<file path="config.mk">
export PLATFORM = sky130hd
export DESIGN_NAME = reg_bank_write_arbiter
export DESIGN_NICKNAME = d
export VERILOG_FILES = /design/src/rtl/reg_bank_write_arbiter.sv
export SDC_FILE = /design/constraint.sdc
export NUM_CORES = 1
export LEC_CHECK = 0
export CORE_MARGIN = 3
export CORE_UTILIZATION = 40
export CTS_CLUSTER_DIAMETER = 80
export DETAILED_ROUTE_END_ITERATION = 12
export HOLD_SLACK_MARGIN = 0.1
export PLACE_DENSITY = 0.81
export SETUP_SLACK_MARGIN = 0.5
export SKIP_LAST_GASP = 1
export SLEW_MARGIN = 20
export SYNTH_ARGS = -nofsm -noshare
export SYNTH_HDL_FRONTEND = slang
export SYNTH_SLANG_ARGS = --single-unit
</file>
<file path="constraint.sdc">
create_clock -name clk -period 1.9 [get_ports clk]
set_input_delay 0.38 -clock clk [delete_from_list [all_inputs] [get_ports clk]]
set_output_delay 0.38 -clock clk [all_outputs]
set_load 0.01 [all_outputs]
</file>
<file path="src/rtl/reg_bank_write_arbiter.sv">
// -----------------------------------------------------------------------------
// reg_bank_write_arbiter
//
// Shares a single write path into a bank of enable-loaded holding registers
// among N_REQ requesters. A rotating-priority arbiter picks one requester per
// transaction. The transaction runs IDLE -> LOAD -> ACK:
//   - LOAD drives a one-hot load enable and the captured data to the bank.
//   - ACK pulses the served requester's acknowledge for one cycle.
// Every output is registered, so there is no combinational path from req.
//
// Ports
//   clk      in   1              system clock, rising edge
//   reset    in   1              synchronous, active-high reset
//   req      in   N_REQ          level write request per requester, held until ack
//   wr_addr  in   N_REQ*ADDR_W   flattened target register index, slice i = requester i
//   wr_data  in   N_REQ*DATA_W   flattened write data, slice i = requester i
//   ack      out  N_REQ          one-hot single-cycle acknowledge to the served requester
//   reg_en   out  2**ADDR_W      one-hot load enable to the register bank
//   reg_dd   out  DATA_W         common data to the register bank
//   busy     out  1              high while a transaction is in LOAD or ACK
// -----------------------------------------------------------------------------
module reg_bank_write_arbiter #(
  parameter int N_REQ  = 4,
  parameter int DATA_W = 5,
  parameter int ADDR_W = 2
) (
  input  logic                      clk,
  input  logic                      reset,
  input  logic [N_REQ-1:0]          req,
  input  logic [N_REQ*ADDR_W-1:0]   wr_addr,
  input  logic [N_REQ*DATA_W-1:0]   wr_data,
  output logic [N_REQ-1:0]          ack,
  output logic [(2**ADDR_W)-1:0]    reg_en,
  output logic [DATA_W-1:0]         reg_dd,
  output logic                      busy
);

  localparam int N_REG = 2 ** ADDR_W;
  localparam int IDX_W = (N_REQ > 1) ? $clog2(N_REQ) : 1;

  typedef enum logic [1:0] {
    S_IDLE = 2'd0,
    S_LOAD = 2'd1,
    S_ACK  = 2'd2
  } state_t;

  state_t             r_state;
  state_t             w_state_nxt;

  logic [IDX_W-1:0]   r_ptr;      // requester with highest priority next time
  logic [IDX_W-1:0]   r_winner;   // requester being served by the current transaction

  // The output registers double as the transaction latches: r_reg_en holds the
  // decoded captured address and r_reg_dd holds the captured data, so the bank
  // only ever sees values frozen at grant time, never the live inputs.
  logic [N_REQ-1:0]   r_ack;
  logic [N_REG-1:0]   r_reg_en;
  logic [DATA_W-1:0]  r_reg_dd;
  logic               r_busy;

  logic               w_found;
  logic [IDX_W-1:0]   w_winner;
  int                 w_scan;
  logic [ADDR_W-1:0]  w_win_addr;
  logic [DATA_W-1:0]  w_win_data;
  logic [N_REG-1:0]   w_en_dec;
  logic [N_REQ-1:0]   w_ack_dec;
  logic [IDX_W-1:0]   w_ptr_nxt;

  // ---------------------------------------------------------------------------
  // Rotating-priority search: first set req bit at or above r_ptr, wrapping.
  // ---------------------------------------------------------------------------
  // NOTE: every signal driven from always_comb gets a default before any
  // conditional assignment; otherwise a path that skips it infers a latch.
  always_comb begin
    w_found  = 1'b0;
    w_winner = '0;
    w_scan   = 0;
    for (int i = 0; i < N_REQ; i++) begin
      w_scan = int'(r_ptr) + i;
      if (w_scan >= N_REQ) begin
        w_scan = w_scan - N_REQ;
      end
      if (!w_found && req[w_scan]) begin
        w_found  = 1'b1;
        w_winner = IDX_W'(w_scan);
      end
    end
  end

  assign w_win_addr = wr_addr[int'(w_winner)*ADDR_W +: ADDR_W];
  assign w_win_data = wr_data[int'(w_winner)*DATA_W +: DATA_W];

  always_comb begin
    w_en_dec             = '0;
    w_en_dec[w_win_addr] = 1'b1;
  end

  always_comb begin
    w_ack_dec           = '0;
    w_ack_dec[r_winner] = 1'b1;
  end

  // Explicit wrap keeps the pointer legal when N_REQ is not a power of two.
  assign w_ptr_nxt = (r_winner == IDX_W'(N_REQ - 1)) ? '0 : r_winner + 1'b1;

  // ---------------------------------------------------------------------------
  // FSM next state
  // ---------------------------------------------------------------------------
  always_comb begin
    w_state_nxt = r_state;
    unique case (r_state)
      S_IDLE:  if (w_found) w_state_nxt = S_LOAD;
      S_LOAD:  w_state_nxt = S_ACK;
      S_ACK:   w_state_nxt = S_IDLE;
      default: w_state_nxt = S_IDLE;
    endcase
  end

  // NOTE: sequential state uses non-blocking assignments only, so every flop
  // samples pre-edge values regardless of the order the blocks are evaluated.
  always_ff @(posedge clk) begin
    if (reset) begin
      r_state <= S_IDLE;
    end else begin
      r_state <= w_state_nxt;
    end
  end

  // ---------------------------------------------------------------------------
  // Registered outputs, winner and pointer.
  // Outputs are loaded on the edge that enters each state, so reg_en is high
  // throughout LOAD and ack throughout ACK. A reset in LOAD or ACK clears
  // everything, so an aborted transaction never produces an ack.
  // ---------------------------------------------------------------------------
  // NOTE: reg_dd is reset even though the bank ignores it while reg_en is low,
  // so the outputs come out of reset in a known all-zero state.
  always_ff @(posedge clk) begin
    if (reset) begin
      r_ptr    <= '0;
      r_winner <= '0;
      r_ack    <= '0;
      r_reg_en <= '0;
      r_reg_dd <= '0;
      r_busy   <= 1'b0;
    end else begin
      // ack and reg_en are single-cycle pulses by default.
      r_ack    <= '0;
      r_reg_en <= '0;
      r_busy   <= (w_state_nxt != S_IDLE);
      unique case (r_state)
        S_IDLE: begin
          if (w_found) begin
            r_winner <= w_winner;
            r_reg_en <= w_en_dec;
            r_reg_dd <= w_win_data;
          end
        end
        S_LOAD: begin
          r_ack <= w_ack_dec;
        end
        S_ACK: begin
          r_ptr <= w_ptr_nxt;
        end
        default: begin
          r_ack <= '0;
        end
      endcase
    end
  end

  assign ack    = r_ack;
  assign reg_en = r_reg_en;
  assign reg_dd = r_reg_dd;
  assign busy   = r_busy;

endmodule
</file>
==> results of run 1 <==
==> kinds of logic (layout without fill, tap and decap cells) <==
group,Yosys count,after routing,share of synthesized area [%]
adder cells (fa/ha/maj),4,4,5.04
multiplexers,19,19,19.3
buffers and inverters,10,73,5.55
flip-flops,20,20,40.4
AND/OR/NAND/NOR,29,29,18.4
AO/OA/AOI/OAI,14,14,11.4
==> cell type report <==
type	instances	area [sq um]
Multi-Input combinational cell	66	663
Timing Repair Buffer	63	617
Clock buffer	3	22.5
Inverter	6	27.5
Clock inverter	1	30.0
Tap cell	28	35.0
Sequential cell	20	405
Fill cell	153	475
==> metal layers <==
metal	wire [um]	GRT usage, %	part of all wire (%)	vias up
met5	0	0	0	-
met4	75	13.2	2.4	0
met3	164	4.18	5.2	6
met2	1720	38.0	55	43
met1	1170	21.1	37	483
li1	-	-	-	467
==> report_power, final <==
part	total, uW	switching (uW)	internal [uW]
combinational	406	166	240
clock	358	145	213
sequential	475	21.9	453
==> what timing repair did <==
action,4_1_cts,5_1_grt
buffers inserted,4,0
pin swaps,9,7
gates cloned,1,0
endpoints found under the setup margin,27,17
gates resized for setup,50,12
==> final timing paths <==
path | startpoint | end | slack (ns)
worst max-delay path | req[0] | reg_en[0] | 0.28
worst max register to register | r_ptr[0] | reg_en[0] | 0.29
worst min-delay path | r_state[1] | r_state[1] | 0.53
worst min register to register | r_state[1] | r_state[1] | 0.53
==> sequential cells by signal (all words and copies together) (netlist names) <==
| name | flops |
|---|---|
| ack | 4 |
| r_ptr | 2 |
| reg_dd | 5 |
| r_winner | 2 |
| r_state | 2 |
| reg_en | 4 |
| busy | 1 |
==> metrics by stage <==
stage	setup slack [ns]	setup TNS (ns)	std cells	hold WS (ns)
after CTS	0.287	0	187	0.511
after floorplan	0.334	0	96	0.451
after global placement	-0.259	-2.31	178	0.486
after detailed placement	-0.412	-3.44	178	0.493
after global routing	0.209	0	187	0.552
final	0.276	0	187	0.533
==> synth_stat cells, drive strengths merged <==
library cell,number
a211o,1
a21o,1
a21oi,4
a311o,1
and2,4
and3,1
buf,3
clkbuf,1
clkinv,1
dfxtp,20
ha,4
inv,5
mux2,1
mux2i,18
nand2,1
nand2b,2
nand3b,5
nor2,9
nor2b,1
nor3,1
nor3b,3
o21ai,1
o221ai,5
o22ai,1
or2,2
==> critical path, stage by stage <==
cell	delay, ns
clkdlybuf4s15_2	0.22
inv_1	0.09
o22ai_1	0.12
a211o_4	0.43
mux2i_2	0.24
mux2i_4	0.12
buf_6	0.13
nor3b_2	0.13
==> results.yml, run 1 <==
status:
  status: "finished clean"
grt:
  grt_pass1_wl_mm: 4.93
  grt_start_max_net_pins: 13
  gr-total-overflow: 0
  grt_pass1_vias: 1095
  antenna_found_initial: 0
  grt_usage_pct: 20.8
clock_tree:
  cts_buffers: 3
  htreeDepth: 1
  clock_latency_ns: 0.31
  cts_sinks: 20
  max-clock-path-buffers: 2
  ctsHoldBuffers: 0
  clk_pin_slew_ns: 0.12
  cts_tree: "built"
  clockRootBuffer: "clkbuf_4"
die:
  fp.dieW_um: 55.8
  io_pins: 48
  initial_utilization_pct: 43.6
  core_area_sq_um: 2280
  row_count: 17
  dieHeight_um: 55.8
  dieArea_sq_um: 3110
routing:
  viasPerCell: 5.34
  drc: 0
  totalWireLength_mm: 3.13
  drtIter0Drc: 21
  drtPass1Iterations: 4
  wire_per_inst_um: 16.7
  postRouteAntennaNets: 0
  num_vias: 999
timing:
  hold_viol: 0
  setup_viol: 0
  post-route-period-util_pct: 85.5
  slew_headroom_pct: 72.2
  timing.fmax_mhz: 616
  clock_skew_ns: 0.00820
  grt_setup_unrepaired: "yes"
  worstMarginPinSlew_ns: 0.417
  period_needed_ns: 1.62
  slew_viol_final: 0
min_path:
  hold_class: "reg -> reg"
  hold_depth: 1
cells_and_area:
  final_cell_area_sq_um: 1800
  utilization_pct: 79.1
  final_common_cell: "clkdlybuf4s50_1"
  mostFrequentLayoutCells: "clkdlybuf4s50_1, dfxtp_1, mux2i_1, dlygate4sd2_1, buf_4"
  nets: 198
  n_antenna_cell: 0
  layout-drive-gt1-share_pct: 32.1
  area_growth_pct: 81.5
power_and_ir_drop:
  powerDensity_nw_per_um2: 688
  power_uw: 1240
  p_leak_uw: 0.000819
  ir_drop_v: 0.000507
setup_path:
  r2r_cells: 7
  cp-start-kind: "input pin"
  worstPathArrival_ns: 1.87
  worstPathMaxFanout: 6
  worst_ep_required_time_ns: 2.15
  end_kind: "flip-flop"
  path_class: "in -> reg"
logic_synthesis:
  synth-seq-cells: 20
  avgSynthCellArea_sq_um: 10.3
  yosysUniqueCellTypes: 30
  netlist_instances: 96
  synth_area_leaders: "dfxtp_1, mux2i_1, ha_1"
  netlist_area_sq_um: 992
  yosys.area.top_type_share_pct: 40.4
  synth_nets: 134
  ys_seq_area_share_pct: 40.4
  synth_top_area_cell: "dfxtp_1"
  ys_warn_count: 0
place:
  gp_congestion: 0.707
  place_hpwl_mm: 2.12
  numPortBuffers: 47
  placed_area_sq_um: 1570
flow_run:
  cap_violations: 0
(Power assumes the default switching activity.)
==> inputs of run 2 (changes only) <==
==> constraint.sdc (replaced) <==
create_clock -name clk -period 1.9 [get_ports clk]
set_input_delay 0.38 -clock clk [delete_from_list [all_inputs] [get_ports clk]]
set_output_delay 0.38 -clock clk [all_outputs]
set_load 0.02 [all_outputs]
==> run 2 against run 1 <==
Net effect:
- highest routed layer unchanged
- routed wire length rose by 3.3%
- clock skew shrank 0.0026 ns
- via count increased by 1.0%
- sequential cell count unchanged
- worst setup slack worse by 0.030 ns
- largest cell class unchanged
==> results.yml, run 2 (synthesis gave the netlist of run 1 again) <==
status:
  status: "finished clean"
cells_and_area:
  final_cell_area_sq_um: 1840
  final_cells: 190
  mostFrequentLayoutCells: "clkdlybuf4s50_1, dfxtp_1, mux2i_1"
  nets: 201
  area_growth_pct: 85.4
  layout-drive-gt1-share_pct: 37.0
  n_antenna_cell: 0
  final_common_cell: "clkdlybuf4s50_1"
  largest_reg_flops: 5
  n_fill_cell: 155
grt:
  grt_usage_pct: 21.3
  grtUsageMet3_pct: 4.64
  grt_most_used_layer: "met2"
  met2_usage_pct: 38.3
  grt_use_met1_pct: 20.9
  grt_start_max_net_pins: 13
  gr-total-overflow: 0
  grt_pass1_vias: 1124
  grt_pass1_wl_mm: 5.07
  antenna_found_initial: 0
timing:
  setup_viol: 0
  fin_ws_ns: 0.246
  slew_viol_final: 0
  worstMarginPinSlew_ns: 0.426
  hold_viol: 0
  tns_ns: 0
  timing.fmax_mhz: 604
  grt_setup_unrepaired: "yes"
  post-route-period-util_pct: 87.1
  period_needed_ns: 1.65
  slew_headroom_pct: 71.6
  clock_skew_ns: 0.00556
min_path:
  hold_class: "reg -> reg"
place:
  post-place-ws_ns: -0.412
  numPortBuffers: 47
  placed_area_sq_um: 1570
  gp_congestion: 0.707
  place_hpwl_mm: 2.12
  placed_cells: 178
setup_path:
  end_kind: "flip-flop"
  worst_ep_required_time_ns: 2.14
  reg2reg_slack_ns: 0.25
  worstPathMaxFanout: 6
  worstPathArrival_ns: 1.89
  path_class: "in -> reg"
  critPathMaxStageDelay_ns: 0.42
  cp-start-kind: "input pin"
  critPathSlowestCell: "a211o_4"
  cp_cell_sequence: "clkdlybuf4s15_2 > inv_1 > o22ai_1 > a211o_4 > mux2i_2 > mux2i_4 > buf_6 > nor3b_2"
clock_tree:
  cts_buffers: 3
  clock_latency_ns: 0.31
  cts_sinks: 20
  max-clock-path-buffers: 2
  clockRootBuffer: "clkbuf_4"
  cts_tree: "built"
  htreeDepth: 1
  clk_pin_slew_ns: 0.12
die:
  core_area_sq_um: 2280
  dieHeight_um: 55.8
  dieArea_sq_um: 3110
  initial_utilization_pct: 43.6
  io_pins: 48
  row_count: 17
  fp.dieW_um: 55.8
power_and_ir_drop:
  power_uw: 1270
  powerDensity_nw_per_um2: 691
  p_leak_uw: 0.000824
  ir_drop_v: 0.000534
routing:
  postRouteAntennaNets: 0
  wire_per_inst_um: 17.0
  drtIter0Drc: 8
  drc: 0
  num_vias: 1009
  drtPass1Iterations: 4
  viasPerCell: 5.31
  totalWireLength_mm: 3.23
flow_run:
  cap_violations: 0
==> run 2: metal layers <==
metal / wire length [um] / up-vias
met3: 206 / 10
met5: 0 / -
met4: 112 / 0
met2: 1740 / 53
li1: - / 473
met1: 1170 / 473
==> run 2: final cells by class <==
type / instances / area, sq um / area share (%)
Timing Repair Buffer: 66 / 638 / 34.7
Clock buffer: 3 / 22.5 / 1.22
Inverter: 6 / 27.5 / 1.50
Sequential cell: 20 / 403 / 21.9
Clock inverter: 1 / 30.0 / 1.63
Tap cell: 28 / 35.0 / 1.90
Multi-Input combinational cell: 66 / 683 / 37.1
==> run 2: through the flow <==
step,hold WS (ns),util [%]
after floorplan,0.451,-
after global placement,0.486,68.9
after detailed placement,0.493,68.9
after CTS,0.515,78.1
after global routing,0.565,80.8
final,0.552,80.8
==> run 2: path summary, 6_finish.rpt <==
check | from | end | cells after the start
max reg2reg | r_ptr[0] | reg_en[0] | 7
min | reg_dd[3] | reg_dd[3] | 2
max | req[0] | reg_en[0] | 8
min reg2reg | reg_dd[3] | reg_dd[3] | 2
==> run 2: report_power, final <==
group          internal [uW]  total, uW  leakage [uW]  switching, uW
clock network            213        354     0.0000279            141
registers                454        478      0.000165           23.6
logic                    248        440      0.000631            192
total                    916       1270      0.000824            356
==> run 2: timing repair <==
action	CTS	global route
pin swaps	9	9
gates resized for setup	56	20
hold buffers	0	0
gates cloned	1	0
buffers inserted	5	2
endpoints found under the setup margin	27	23
==> run 2: critical path, delay by kind of cell <==
family / cells / cell delay (ns)
AOI/OAI and AO/OA: 2 / 0.53
buffers and inverters: 3 / 0.43
and+or+nand+nor: 1 / 0.17
muxes: 2 / 0.38
==> inputs of run 3 (changes only) <==
--- a/config.mk
+++ b/config.mk
@@ -10,6 +10,7 @@
 export CTS_CLUSTER_DIAMETER = 80
 export DETAILED_ROUTE_END_ITERATION = 12
 export HOLD_SLACK_MARGIN = 0.1
+export MAX_ROUTING_LAYER = met4
 export PLACE_DENSITY = 0.81
 export SETUP_SLACK_MARGIN = 0.5
 export SKIP_LAST_GASP = 1
==> run 3 against run 2 <==
Net effect:
- hold slack gained 0.00086 ns
- utilization unchanged
- critical path depth unchanged
- sequential share of layout area is the same
- global-route usage is 0.64 points higher
- routed wire length rose by 0.74%
- largest cell class unchanged
- largest power group unchanged
==> results.yml, run 3 (synthesis gave the netlist of run 1 again) <==
timing:
  slew_viol_final: 0
  timing.fmax_mhz: 605
  fin_hold_ws_ns: 0.552
  hold_viol: 0
  worstMarginPinSlew_ns: 0.426
  setup_viol: 0
  slew_headroom_pct: 71.6
  post-route-period-util_pct: 87.0
  period_needed_ns: 1.65
  grt_setup_unrepaired: "yes"
  clock_skew_ns: 0.00266
clock_tree:
  max-clock-path-buffers: 2
  cts_tree: "built"
  htreeDepth: 1
  clk_pin_slew_ns: 0.12
  clock_latency_ns: 0.31
  cts_buffers: 3
  cts_sinks: 20
  clockRootBuffer: "clkbuf_4"
routing:
  drtPass1Iterations: 4
  wire_per_inst_um: 17.1
  drc: 0
  drtIter0Drc: 9
  num_vias: 1007
  postRouteAntennaNets: 0
  viasPerCell: 5.30
  totalWireLength_mm: 3.26
cells_and_area:
  mostFrequentLayoutCells: "clkdlybuf4s50_1, dfxtp_1, mux2i_1"
  nets: 201
  final_common_cell: "clkdlybuf4s50_1"
  n_antenna_cell: 0
  layout-drive-gt1-share_pct: 37.0
  area_growth_pct: 85.4
  utilization_pct: 80.8
  largest_reg_flops: 5
power_and_ir_drop:
  p_leak_uw: 0.000824
  ir_drop_v: 0.000533
  power_frac_comb_pct: 34.6
  p_clk_share_pct: 28.0
  p_sw_share_pct: 28.1
  powerDensity_nw_per_um2: 693
  p_sw_uw: 359
  p_int_uw: 916
  pwr-share-seq_pct: 37.5
setup_path:
  worstPathArrival_ns: 1.90
  critPathSlowestCell: "a211o_4"
  cp-start-kind: "input pin"
  worstPathMaxFanout: 6
  path_class: "in -> reg"
  critPathMaxStageDelay_ns: 0.42
  cp_cell_sequence: "clkdlybuf4s15_2 > inv_1 > o22ai_1 > a211o_4 > mux2i_2 > mux2i_4 > buf_6 > nor3b_2"
  end_kind: "flip-flop"
  worst_ep_required_time_ns: 2.14
  r2r_cells: 7
die:
  initial_utilization_pct: 43.6
  core_area_sq_um: 2280
  fp.dieW_um: 55.8
  io_pins: 48
  dieArea_sq_um: 3110
  row_count: 17
  dieHeight_um: 55.8
grt:
  grt_usage_pct: 22.0
  gr-total-overflow: 0
  grt_pass1_wl_mm: 5.07
  antenna_found_initial: 0
  grt_start_max_net_pins: 13
  grt_pass1_vias: 1123
place:
  gp_congestion: 0.714
  numPortBuffers: 47
  place_hpwl_mm: 2.12
min_path:
  hold_class: "reg -> reg"
  hold_depth: 2
flow_run:
  cap_violations: 0
status:
  status: "finished clean"
run 3: cell counts in the layout (fill, tap and decap cells not counted):
No cell type changed its count.
run 3: worst max-delay path, delay by kind of cell:
family	cells	cell delay [ns]
AO/OA/AOI/OAI	2	0.53
AND/OR/NAND/NOR	1	0.17
buffers and inverters	3	0.43
multiplexers	2	0.38
run 3: final cells by class:
class,instances,area [sq um]
clock buffer,3,22.5
clock inverter,1,30.0
fill,155,437
inverter,6,27.5
multi-input combinational,66,683
sequential,20,403
tap,28,35.0
timing repair buffer,66,638
run 3: path summary, 6_finish.rpt:
check,startpoint,to,slack [ns]
worst min register to register,reg_dd[2],reg_dd[2],0.55
worst min-delay path,reg_dd[2],reg_dd[2],0.55
worst max-delay path,req[0],reg_en[0],0.25
worst max register to register,r_ptr[0],reg_en[0],0.25
run 3: per-layer routing:
metal  track usage, %  part of all wire [%]  wire, um
met1             21.1                    36      1180
met2             38.3                    54      1740
met3             4.64                   6.9       226
met4             16.3                   3.4       112
met5                -                     0         0
run 3: repair_timing:
item,in CTS,in global routing
setup endpoints to repair,27,23
gates cloned,1,0
pin swaps,9,9
hold buffers,0,0
resized for setup,56,20
setup buffers,5,2
run 3: stage by stage:
| step | std cells | TNS, ns | power (uW) | area [sq um] | setup WS [ns] |
|---|---|---|---|---|---|
| 3_3_place_gp | 178 | -2.31 | 815 | 1570 | -0.259 |
| 4_1_cts | 188 | 0 | 1240 | 1780 | 0.259 |
| 6_report | 190 | 0 | 1270 | 1840 | 0.247 |
| 5_1_grt | 190 | 0 | 1330 | 1840 | 0.157 |
| 3_5_place_dp | 178 | -3.44 | 829 | 1570 | -0.412 |
| 2_1_floorplan | 96 | 0 | 661 | 1010 | 0.334 |
run 3: power groups by stage:
| stage | combinational [uW] | sequential [uW] | clock (uW) |
|---|---|---|---|
| 2_1_floorplan | 150 | 511 | 0 |
| 3_3_place_gp | 333 | 482 | 0 |
| 3_5_place_dp | 346 | 483 | 0 |
| 4_1_cts | 406 | 473 | 357 |
| 5_1_grt | 467 | 481 | 378 |
| 6_report | 440 | 478 | 356 |
